**config.mk**
```make
export PLATFORM = sky130hd
export DESIGN_NAME = room_sequencer
export DESIGN_NICKNAME = d
export VERILOG_FILES = /design/src/rtl/room_sequencer.sv
export SDC_FILE = /design/constraint.sdc
export NUM_CORES = 1
export LEC_CHECK = 0
export CAP_MARGIN = 20
export CORE_MARGIN = 2
export CORE_UTILIZATION = 40
export CTS_CLUSTER_DIAMETER = 30
export DETAILED_ROUTE_END_ITERATION = 12
export PLACE_DENSITY = 0.77
export SYNTH_ARGS = -nofsm -noshare
export SYNTH_HDL_FRONTEND = slang
export SYNTH_SLANG_ARGS = --single-unit
```
**constraint.sdc**
```tcl
create_clock -name clk_vga -period 3.8 [get_ports clk_vga]
set_clock_uncertainty 0.15 [all_clocks]
set_input_delay 0.38 -clock clk_vga [delete_from_list [all_inputs] [get_ports clk_vga]]
set_output_delay 0.38 -clock clk_vga [all_outputs]
set_load 0.1 [all_outputs]
```
**src/rtl/room_sequencer.sv**
```systemverilog
// Room sequencer: selects which room generator drives the pixel path and runs
// fade-out / room swap / fade-in transitions when the player walks through a doorway.
// Latency: pixel_out is map_data[room_sel] faded by the current level, one cycle later.
// Backpressure: none; busy freezes player movement upstream while a transition runs.
//
// Ports:
//   clk_vga, rst_n              pixel clock, asynchronous active-low reset
//   frame_start                 one-cycle pulse at start of vertical blank
//   player_x, player_y          player position (ignored while busy)
//   map_data0..3                registered RRRGGGBB colour from room generators 0..3
//   pixel_out                   faded colour of the selected room
//   room_sel                    current room index {row,col}
//   busy                        high during FADE_OUT, SWAP and FADE_IN
//   spawn_valid/spawn_x/spawn_y spawn position for the new room, pulsed during SWAP
module room_sequencer #(
  parameter logic [1:0]  START_ROOM  = 2'd0,
  parameter int unsigned FADE_FRAMES = 4,
  parameter int unsigned DOOR_LO     = 260,
  parameter int unsigned DOOR_HI     = 380,
  parameter int unsigned EDGE_N      = 40,
  parameter int unsigned EDGE_S      = 440,
  parameter int unsigned EDGE_W      = 40,
  parameter int unsigned EDGE_E      = 600
) (
  input  logic       clk_vga,
  input  logic       rst_n,
  input  logic       frame_start,
  input  logic [9:0] player_x,
  input  logic [8:0] player_y,
  input  logic [7:0] map_data0,
  input  logic [7:0] map_data1,
  input  logic [7:0] map_data2,
  input  logic [7:0] map_data3,
  output logic [7:0] pixel_out,
  output logic [1:0] room_sel,
  output logic       busy,
  output logic       spawn_valid,
  output logic [9:0] spawn_x,
  output logic [8:0] spawn_y
);

  // Thresholds sized to the coordinate they are compared against.
  localparam logic [9:0] DOOR_LO_X = 10'(DOOR_LO);
  localparam logic [9:0] DOOR_HI_X = 10'(DOOR_HI);
  localparam logic [8:0] DOOR_LO_Y = 9'(DOOR_LO);
  localparam logic [8:0] DOOR_HI_Y = 9'(DOOR_HI);
  localparam logic [8:0] EDGE_N_Y  = 9'(EDGE_N);
  localparam logic [8:0] EDGE_S_Y  = 9'(EDGE_S);
  localparam logic [9:0] EDGE_W_X  = 10'(EDGE_W);
  localparam logic [9:0] EDGE_E_X  = 10'(EDGE_E);
  localparam logic [3:0] FADE_CNT  = 4'(FADE_FRAMES);

  typedef enum logic [1:0] {PLAY, FADE_OUT, SWAP, FADE_IN} state_t;
  typedef enum logic [1:0] {DIR_N, DIR_S, DIR_W, DIR_E} dir_t;

  state_t     state_q, state_d;
  dir_t       dir_q, dir_d;
  logic [1:0] level_q, level_d;
  logic [3:0] cnt_q, cnt_d;
  logic [1:0] target_q, target_d;
  logic [1:0] room_q, room_d;
  logic [7:0] pixel_q, pixel_d;
  logic [9:0] spawn_x_q, spawn_x_d;
  logic [8:0] spawn_y_q, spawn_y_d;
  logic       spawn_vld;

  // Exit detection against the current room's neighbours.
  logic       row, col;
  logic       x_in_door, y_in_door;
  logic       exit_n, exit_s, exit_w, exit_e;
  logic [3:0] cnt_inc;
  logic       cnt_done;

  assign row       = room_q[1];
  assign col       = room_q[0];
  assign x_in_door = (player_x >= DOOR_LO_X) && (player_x < DOOR_HI_X);
  assign y_in_door = (player_y >= DOOR_LO_Y) && (player_y < DOOR_HI_Y);
  assign exit_n    = (player_y <  EDGE_N_Y) && x_in_door &&  row;
  assign exit_s    = (player_y >= EDGE_S_Y) && x_in_door && !row;
  assign exit_w    = (player_x <  EDGE_W_X) && y_in_door &&  col;
  assign exit_e    = (player_x >= EDGE_E_X) && y_in_door && !col;
  assign cnt_inc   = cnt_q + 4'd1;
  assign cnt_done  = (cnt_inc == FADE_CNT);

  always_comb begin
    state_d   = state_q;
    dir_d     = dir_q;
    level_d   = level_q;
    cnt_d     = cnt_q;
    target_d  = target_q;
    room_d    = room_q;
    spawn_x_d = spawn_x_q;
    spawn_y_d = spawn_y_q;
    spawn_vld = 1'b0;
    case (state_q)
      PLAY: begin
        if (frame_start && (exit_n || exit_s || exit_w || exit_e)) begin
          state_d = FADE_OUT;
          cnt_d   = 4'd0;
          if (exit_n) begin
            dir_d    = DIR_N;
            target_d = {1'b0, col};
          end else if (exit_s) begin
            dir_d    = DIR_S;
            target_d = {1'b1, col};
          end else if (exit_w) begin
            dir_d    = DIR_W;
            target_d = {row, 1'b0};
          end else begin
            dir_d    = DIR_E;
            target_d = {row, 1'b1};
          end
        end
      end
      FADE_OUT: begin
        if (frame_start) begin
          if (cnt_done) begin
            cnt_d = 4'd0;
            if (level_q == 2'd3) begin
              state_d = SWAP;
              // Load spawn on entry so it is already valid during the SWAP cycle.
              case (dir_q)
                DIR_N:   begin spawn_x_d = 10'd320; spawn_y_d = 9'd400; end
                DIR_S:   begin spawn_x_d = 10'd320; spawn_y_d = 9'd60;  end
                DIR_W:   begin spawn_x_d = 10'd560; spawn_y_d = 9'd240; end
                default: begin spawn_x_d = 10'd80;  spawn_y_d = 9'd240; end
              endcase
            end else begin
              level_d = level_q + 2'd1;
            end
          end else begin
            cnt_d = cnt_inc;
          end
        end
      end
      SWAP: begin
        // Single cycle; frame_start is deliberately not looked at here.
        room_d    = target_q;
        spawn_vld = 1'b1;
        state_d   = FADE_IN;
      end
      default: begin  // FADE_IN
        if (frame_start) begin
          if (cnt_done) begin
            cnt_d = 4'd0;
            if (level_q == 2'd0) begin
              state_d = PLAY;
            end else begin
              level_d = level_q - 2'd1;
            end
          end else begin
            cnt_d = cnt_inc;
          end
        end
      end
    endcase
  end

  // Per-channel fade of the selected room's colour.
  logic [7:0] sel_pix;
  logic [2:0] fade_r, fade_g;
  logic [1:0] fade_b;

  always_comb begin
    case (room_q)
      2'd0:    sel_pix = map_data0;
      2'd1:    sel_pix = map_data1;
      2'd2:    sel_pix = map_data2;
      default: sel_pix = map_data3;
    endcase
    fade_r  = sel_pix[7:5] >> level_q;
    fade_g  = sel_pix[4:2] >> level_q;
    fade_b  = sel_pix[1:0] >> level_q;
    pixel_d = {fade_r, fade_g, fade_b};
  end

  always_ff @(posedge clk_vga or negedge rst_n) begin
    if (!rst_n) begin
      state_q   <= PLAY;
      dir_q     <= DIR_N;
      level_q   <= 2'd0;
      cnt_q     <= 4'd0;
      target_q  <= START_ROOM;
      room_q    <= START_ROOM;
      pixel_q   <= 8'h00;
      spawn_x_q <= 10'd320;
      spawn_y_q <= 9'd240;
    end else begin
      state_q   <= state_d;
      dir_q     <= dir_d;
      level_q   <= level_d;
      cnt_q     <= cnt_d;
      target_q  <= target_d;
      room_q    <= room_d;
      pixel_q   <= pixel_d;
      spawn_x_q <= spawn_x_d;
      spawn_y_q <= spawn_y_d;
    end
  end

  assign pixel_out   = pixel_q;
  assign room_sel    = room_q;
  assign busy        = (state_q != PLAY);
  assign spawn_valid = spawn_vld;
  assign spawn_x     = spawn_x_q;
  assign spawn_y     = spawn_y_q;

endmodule

```
==> insert_results.sql <==
INSERT INTO impl_metrics (metric_group, metric, value, unit) VALUES
('run_status', 'outcome', 'finished, final reports clean', ''),
('die', 'dieArea', '5270', 'sq um'),
('critical_path', 'worst_setup_path_end_kind', 'output pin', ''),
('hold_path', 'holdPathStages', '2', ''),
('logic_synthesis', 'yosys.area_share.adder', '0.0332', ''),
('clock_tree', 'clk_pin_slew', '0.07', 'ns'),
('logic_synthesis', 'synthesis.area_per_instance', '9.86', 'sq um'),
('logic_synthesis', 'synth_compound_area_frac', '0.171', ''),
('clock_tree', 'cts_made_buffers', '5', ''),
('logic_synthesis', 'ys_seq_area_frac', '0.415', ''),
('clock_tree', 'post_cts.repair.setup_buffers', '0', ''),
('die', 'row_count', '24', ''),
('global_route', 'gr-total-overflow', '0', ''),
('place', 'gp_congestion', '0.870', ''),
('global_route', 'grt_start_max_net_pins', '32', ''),
('logic_synthesis', 'synthXorXnorAreaFrac', '0', ''),
('timing', 'finalSetupViolCount', '0', ''),
('drt', 'avgViaCountPerCell', '5.26', ''),
('clock_tree', 'cts_root_buf', 'clkbuf_8', ''),
('timing', 'pins_over_slew_limit', '0', ''),
('clock_tree', 'htree_num_levels', '2', ''),
('drt', 'drt-initial-drc-count', '80', ''),
('logic_synthesis', 'post_synth_inst_count', '191', ''),
('clock_tree', 'cts.sink_count', '31', ''),
('logic_synthesis', 'ys_seq_elements', '31', ''),
('finish', 'final_design_area_no_fill', '2710', 'sq um'),
('clock_tree', 'clock_tree.buffer_depth', '2', ''),
('place', 'port_buffers', '72', ''),
('critical_path', 'worst-setup-path-type', 'reg2out', ''),
('place', 'dp_hpwl', '3460', 'microns'),
('timing', 'worst_pin_slew', '0.981', 'ns'),
('logic_synthesis', 'synthFlopType', 'dfrtp_1', ''),
('logic_synthesis', 'synth.yosys.warnings', '0', ''),
('timing', 'relSlewSlack', '0.344', ''),
('die', 'die_h', '72.6', 'microns'),
('hold_path', 'type_of_the_most_critical_hold_path', 'reg2reg', ''),
('finish', 'final_layout_net_count', '320', ''),
('logic_synthesis', 'post_synth_instance_area', '1880', 'sq um'),
('finish', 'most-common-layout-cells', 'clkdlybuf4s50_1, dfrtp_1, nand2_1', ''),
('logic_synthesis', 'synth_edf_count', '0', ''),
('logic_synthesis', 'async_flop_share', '1.00', ''),
('timing', 'tns', '0', 'ns'),
('finish', 'post-route-util', '0.610', ''),
('clock_tree', 'postCtsHoldBufs', '0', ''),
('critical_path', 'crit_fanout', '8', ''),
('die', 'initial_core_util', '0.424', ''),
('power_and_ir_drop', 'total_power', '2090', 'uW'),
('timing', 'maximum_frequency_from_static_timing_analysis', '347', 'MHz'),
('finish', 'syn2layout_area_growth', '44.1', '%'),
('clock_tree', 'ctsResizeCount', '0', ''),
('drt', 'first_pass_iters', '4', ''),
('global_route', 'first_global_vias', '1532', ''),
('clock_tree', 'cts_tree', 'built', ''),
('critical_path', 'worst_ep_required_time', '3.27', 'ns'),
('logic_synthesis', 'simple_gate_share_of_the_synthesized_area', '0.187', ''),
('power_and_ir_drop', 'power_density_over_cell_area', '769', 'nW/um^2'),
('power_and_ir_drop', 'ir_drop', '526', 'uV'),
('critical_path', 'worst-r2r-cell-count', '5', ''),
('logic_synthesis', 'main_combinational_cell_family_by_area_after_synthesis', 'simple AND/OR/NAND/NOR gates', ''),
('die', 'core_area', '4440', 'sq um'),
('finish', 'layout.cells.non_filler', '314', ''),
('timing', 'final_period_minus_worst_setup_slack', '2.88', 'ns'),
('critical_path', 'crit_path_start_kind', 'register', ''),
('die', 'top_level_ports', '85', ''),
('job', 'maxCapViolations', '0', ''),
('global_route', 'global_route.usage.total', '0.180', ''),
('finish', 'drive_gt1_frac', '0.137', ''),
('finish', 'layout.cells.most_common', 'clkdlybuf4s50_1', ''),
('global_route', 'grt_antenna_before_repair', '0', ''),
('timing', 'final_hold_viol_count', '0', ''),
('logic_synthesis', 'synth_mux_area_frac', '0.120', '');
[area by class of cell]
class / instances / area (sq um)
clock inverters: 2 / 35.0
inverters: 8 / 30.0
repair buffers: 73 / 726
multi-input cells: 142 / 992
well taps: 52 / 65.1
fillers: 389 / 1730
flip-flops and latches: 31 / 782
clock buffers: 6 / 82.6
[critical path: stages (launching register included)]
cell and delay [ns]:
dfrtp_1 0.41, inv_1 0.11, ha_1 0.34, clkdlybuf4s50_1 1.20
[cell usage after synthesis (3+ instances only)]
library cell,number,area [sq um]
mux2_2,4,45.0
nor2_1,11,41.3
dfstp_2,5,131
clkbuf_1,5,18.8
a31oi_1,3,18.8
dfrtp_1,26,651
nand3_1,5,25.0
inv_1,7,26.3
buf_4,11,82.6
ha_1,5,62.6
or2_2,3,18.8
nor3_1,6,30.0
o21ai_0,9,45.0
a21o_1,4,30.0
a21oi_1,13,65.1
nor2b_1,3,18.8
mux4_2,8,180
and2_1,3,18.8
o22ai_1,3,18.8
nand2_1,23,86.3
[kinds of logic after synthesis]
family                     Yosys count
DFF                                 31
and+or+nand+nor                     68
muxes                               12
other                                2
adders and majority gates            5
AOI/OAI and AO/OA                   49
buffers and inverters               24
[metrics by stage]
stage / hold slack, ns / setup WS (ns)
3_5_place_dp: 0.303 / 0.788
4_1_cts: 0.312 / 0.902
2_1_floorplan: -0.0656 / 0.922
5_1_grt: 0.354 / 0.828
3_3_place_gp: 0.298 / 0.780
6_report: 0.310 / 0.915
[power breakdown]
| part | total, uW | internal [uW] | switching [uW] |
|---|---|---|---|
| Combinational | 1180 | 360 | 820 |
| Clock | 334 | 212 | 122 |
| Sequential | 572 | 456 | 116 |
| Total | 2090 | 1030 | 1060 |
[registers in the layout, indices dropped and copies added (netlist names)]
name	flops
state_q	2
spawn_x	4
room_sel	2
target_q	2
pixel_out	8
cnt_q	4
spawn_y	5
level_q	2
dir_q	2
[worst paths after layout]
kind	slack, ns	startpoint	end
setup / recovery	0.92	state_q[0]$_DFFE_PN0P_	spawn_valid
hold / removal	0.31	spawn_y[6]$_DFFE_PN1P_	spawn_y[6]$_DFFE_PN1P_
setup reg to reg	1.16	room_sel[0]$_DFFE_PN0P_	target_q[0]$_DFFE_PN0P_
hold reg to reg	0.31	spawn_y[6]$_DFFE_PN1P_	spawn_y[6]$_DFFE_PN1P_
max in group asynchronous	2.84	rst_n	spawn_x[8]$_DFFE_PN1P_
min in group asynchronous	0.34	rst_n	pixel_out[5]$_DFF_PN0_
[routing by layer]
metal | GRT usage | vias up | part of all wire
met3 | 0.0276 | 8 | 0.036
li1 | - | 821 | -
met5 | 0 | - | 0
met1 | 0.242 | 782 | 0.45
met2 | 0.291 | 41 | 0.50
met4 | 0.0741 | 0 | 0.020
No activity file was read; power rests on OpenSTA's default activity.
==> RTL edit, RTL diff (same flow settings) <==
Encoding of `state_t`: now one-hot (4 bits for 4 states).
--- a/src/rtl/room_sequencer.sv
+++ b/src/rtl/room_sequencer.sv
@@ -50,7 +50,7 @@
   localparam logic [9:0] EDGE_E_X  = 10'(EDGE_E);
   localparam logic [3:0] FADE_CNT  = 4'(FADE_FRAMES);
 
-  typedef enum logic [1:0] {PLAY, FADE_OUT, SWAP, FADE_IN} state_t;
+  typedef enum logic [3:0] {PLAY = 4'b0001, FADE_OUT = 4'b0010, SWAP = 4'b0100, FADE_IN = 4'b1000} state_t;
   typedef enum logic [1:0] {DIR_N, DIR_S, DIR_W, DIR_E} dir_t;
 
   state_t     state_q, state_d;
Check against the original RTL: no difference found for any inputs over 10 cycles, from zero or initial values and one cycle with rst_n low; not proved beyond that.
==> RTL edit against the unedited design <==
- via count is 2.3% higher
- cell area is 3.0% higher
- area after synthesis is 3.8% higher
- die area is 3.6% higher
- core utilization is 1.9 points lower
- sequential cell count is 2 higher
- worst setup slack better by 0.072 ns
- wire length is 3.0% lower
- critical path type unchanged
Power is not compared: it rests on default switching activity, and its combinational part moved more than twofold at a synthesized area within 25%.
==> RTL edit: results (changes against the unedited design) <==
| Metric | Value |
|---|---|
| Total GRT Usage | `0.172 (-0.00739)` |
| Clk Latency, worst-skew pair | `0.29 ns` |
| H-tree depth | `2 (unchanged)` |
| GP Congestion | `0.769 (-12%)` |
| Largest net degree at the start of global routing | `34 (+6.3%)` |
| Delay-heaviest family, CP | `buffers and inverters` |
| XOR/XNOR Fraction of Synth Area | `0.00448 (+0.00448)` |
| Final nets | `317 (-0.94%)` |
| Synth warn | `0 (unchanged)` |
| Layout cell share with drive strength beyond 1 | `0.149 (+0.0115)` |
| Synth top cells by count | `dfrtp_1 (27), nand2_1 (24), nor2_1 (11)` |
| Crit path DAT | `2.28 ns (-0.07 ns)` |
| WL/cell | `13.0 µm (-7.4%)` |
| Max_cap viols | `0 (unchanged)` |
| Initial antenna violation count | `0 (unchanged)` |
| Worst vdd ir | `between 0.15 and 0.2 mV` |
| Ys flop type | `dfrtp_1` |
| Slowest cell on crit path | `clkdlybuf4s50_1` |
| Synth unique cells | `53 (+15%)` |
| Antenna diodes | `0 (unchanged)` |
| Iter 0 DRT Violations | `64 (-20%)` |
| Number of global-route vias before repair | `1635 (+6.7%)` |
| CTS buffer count | `5 (unchanged)` |
| Crit Path Max Fanout | `14 (+6)` |
| Largest cells by area after synthesis | `dfrtp_1 (35%), mux4_2 (9.2%), dfstp_2 (8.1%)` |
| Multiplexer share of the synthesized area | `0.141 (+0.0219)` |
| Port Buffers | `72 (unchanged)` |
| Ys async rst share | `1.00 (unchanged)` |
| HP Class | `reg -> reg` |
| Crit-path max cell delay | `1.25 ns (+0.05 ns)` |
| Sequential share of the synthesized area | `0.426 (+0.0111)` |
| Via count | `1690 (+2.3%)` |
| Synth Area in Compound Gates | `0.160 (-0.0114)` |
| Initial DRT Pass Iterations | `4 (unchanged)` |
| Max FFs per register | `8 (unchanged)` |
| Clk buf depth | `2 (unchanged)` |
| Post-synthesis adder-cell area fraction | `0.0128 (-0.0204)` |
| Worst slew pin tran | `0.977 ns (-0.00426 ns)` |
| Root Buffer | `clkbuf_8` |
| First-pass GRT wire length | `7150 µm (-3.4%)` |
| Fillers | `414 (+6.4%)` |
| Leakage | `0.00119 µW` |
| Outcome | `finished clean` |
| Main combinational cell family by area after synthesis | `simple AND/OR/NAND/NOR gates` |
| Final HPWL DP | `3400 µm (-1.6%)` |
| Hold-fix buffers at CTS | `0 (unchanged)` |
| Final hold violation count | `0 (unchanged)` |
| Post-CTS sizing | `0 (unchanged)` |
-- RTL edit: cell types whose count changed after synthesis, moves of 3 or more --
| cell | delta |
|---|---|
| o22ai_1 | -3 |
| and4_1 | +3 |
| a21oi_1 | -5 |
| nand3b_1 | +3 |
| nor3_1 | -5 |
| ha_1 | -3 |
| mux2i_1 | +4 |
| and3_1 | +4 |
-- RTL edit: final cells by class --
cell class | count | area, µm² | area share
clock buffers | 7 | 96.3 | 0.0345
flip-flops and latches | 33 | 833 | 0.298
well taps | 67 | 83.8 | 0.0300
multi-input cells | 139 | 1010 | 0.363
repair buffers | 73 | 726 | 0.260
clock inverters | 1 | 5.00 | 0.00179
inverters | 9 | 33.8 | 0.0121
-- RTL edit: per-stage QoR --
stage	std cells	cell area [µm²]	power [µW]	worst slack (ns)
after floorplan	196	1980	641	1.02
after global placement	321	2690	745	0.967
after detailed placement	321	2690	751	0.950
after CTS	329	2790	1040	0.917
after global routing	329	2790	1090	0.872
final	329	2790	1030	0.987
-- RTL edit: path summary, 6_finish.rpt --
kind | from | cells after the start | slack, ns | end
max | room_sel[0]$_DFFE_PN0P_ | 1 | 0.99 | room_sel[0]
min | spawn_y[6]$_DFFE_PN1P_ | 2 | 0.31 | spawn_y[6]$_DFFE_PN1P_
max reg2reg | room_sel[1]$_DFFE_PN0P_ | 5 | 1.23 | target_q[1]$_DFFE_PN0P_
min reg2reg | spawn_y[6]$_DFFE_PN1P_ | 2 | 0.31 | spawn_y[6]$_DFFE_PN1P_
max in group asynchronous | rst_n | 2 | 2.83 | state_q[0]$_DFFE_PN1P_
min in group asynchronous | rst_n | 2 | 0.34 | cnt_q[0]$_DFFE_PN0P_
-- RTL edit: cells by family (layout without fill, tap and decap cells) --
logic type               Yosys count  count (layout)
buffers and inverters             24              90
AO/OA/AOI/OAI                     43              43
AND/OR/NAND/NOR                   68              68
XOR/XNOR                           1               1
flip-flops                        33              33
multiplexers                      17              17
other                              2               8
adder cells (fa/ha/maj)            2               2
-- RTL edit: power breakdown --
group          switching, µW  total, µW  internal (µW)
registers               38.1        422            384
logic                    208        322            114
clock network            127        291            164
-- RTL edit: worst min-delay path, cell delays in order, from the launching register on --
cell	delay, ns
dfstp_2	0.37
nand2_1	0.05
nand2_1	0.05
-- RTL edit: layer usage --
metal,track usage,part of all wire
met1,0.219,0.44
met2,0.270,0.48
met3,0.0549,0.066
met4,0.0768,0.022
met5,0,0
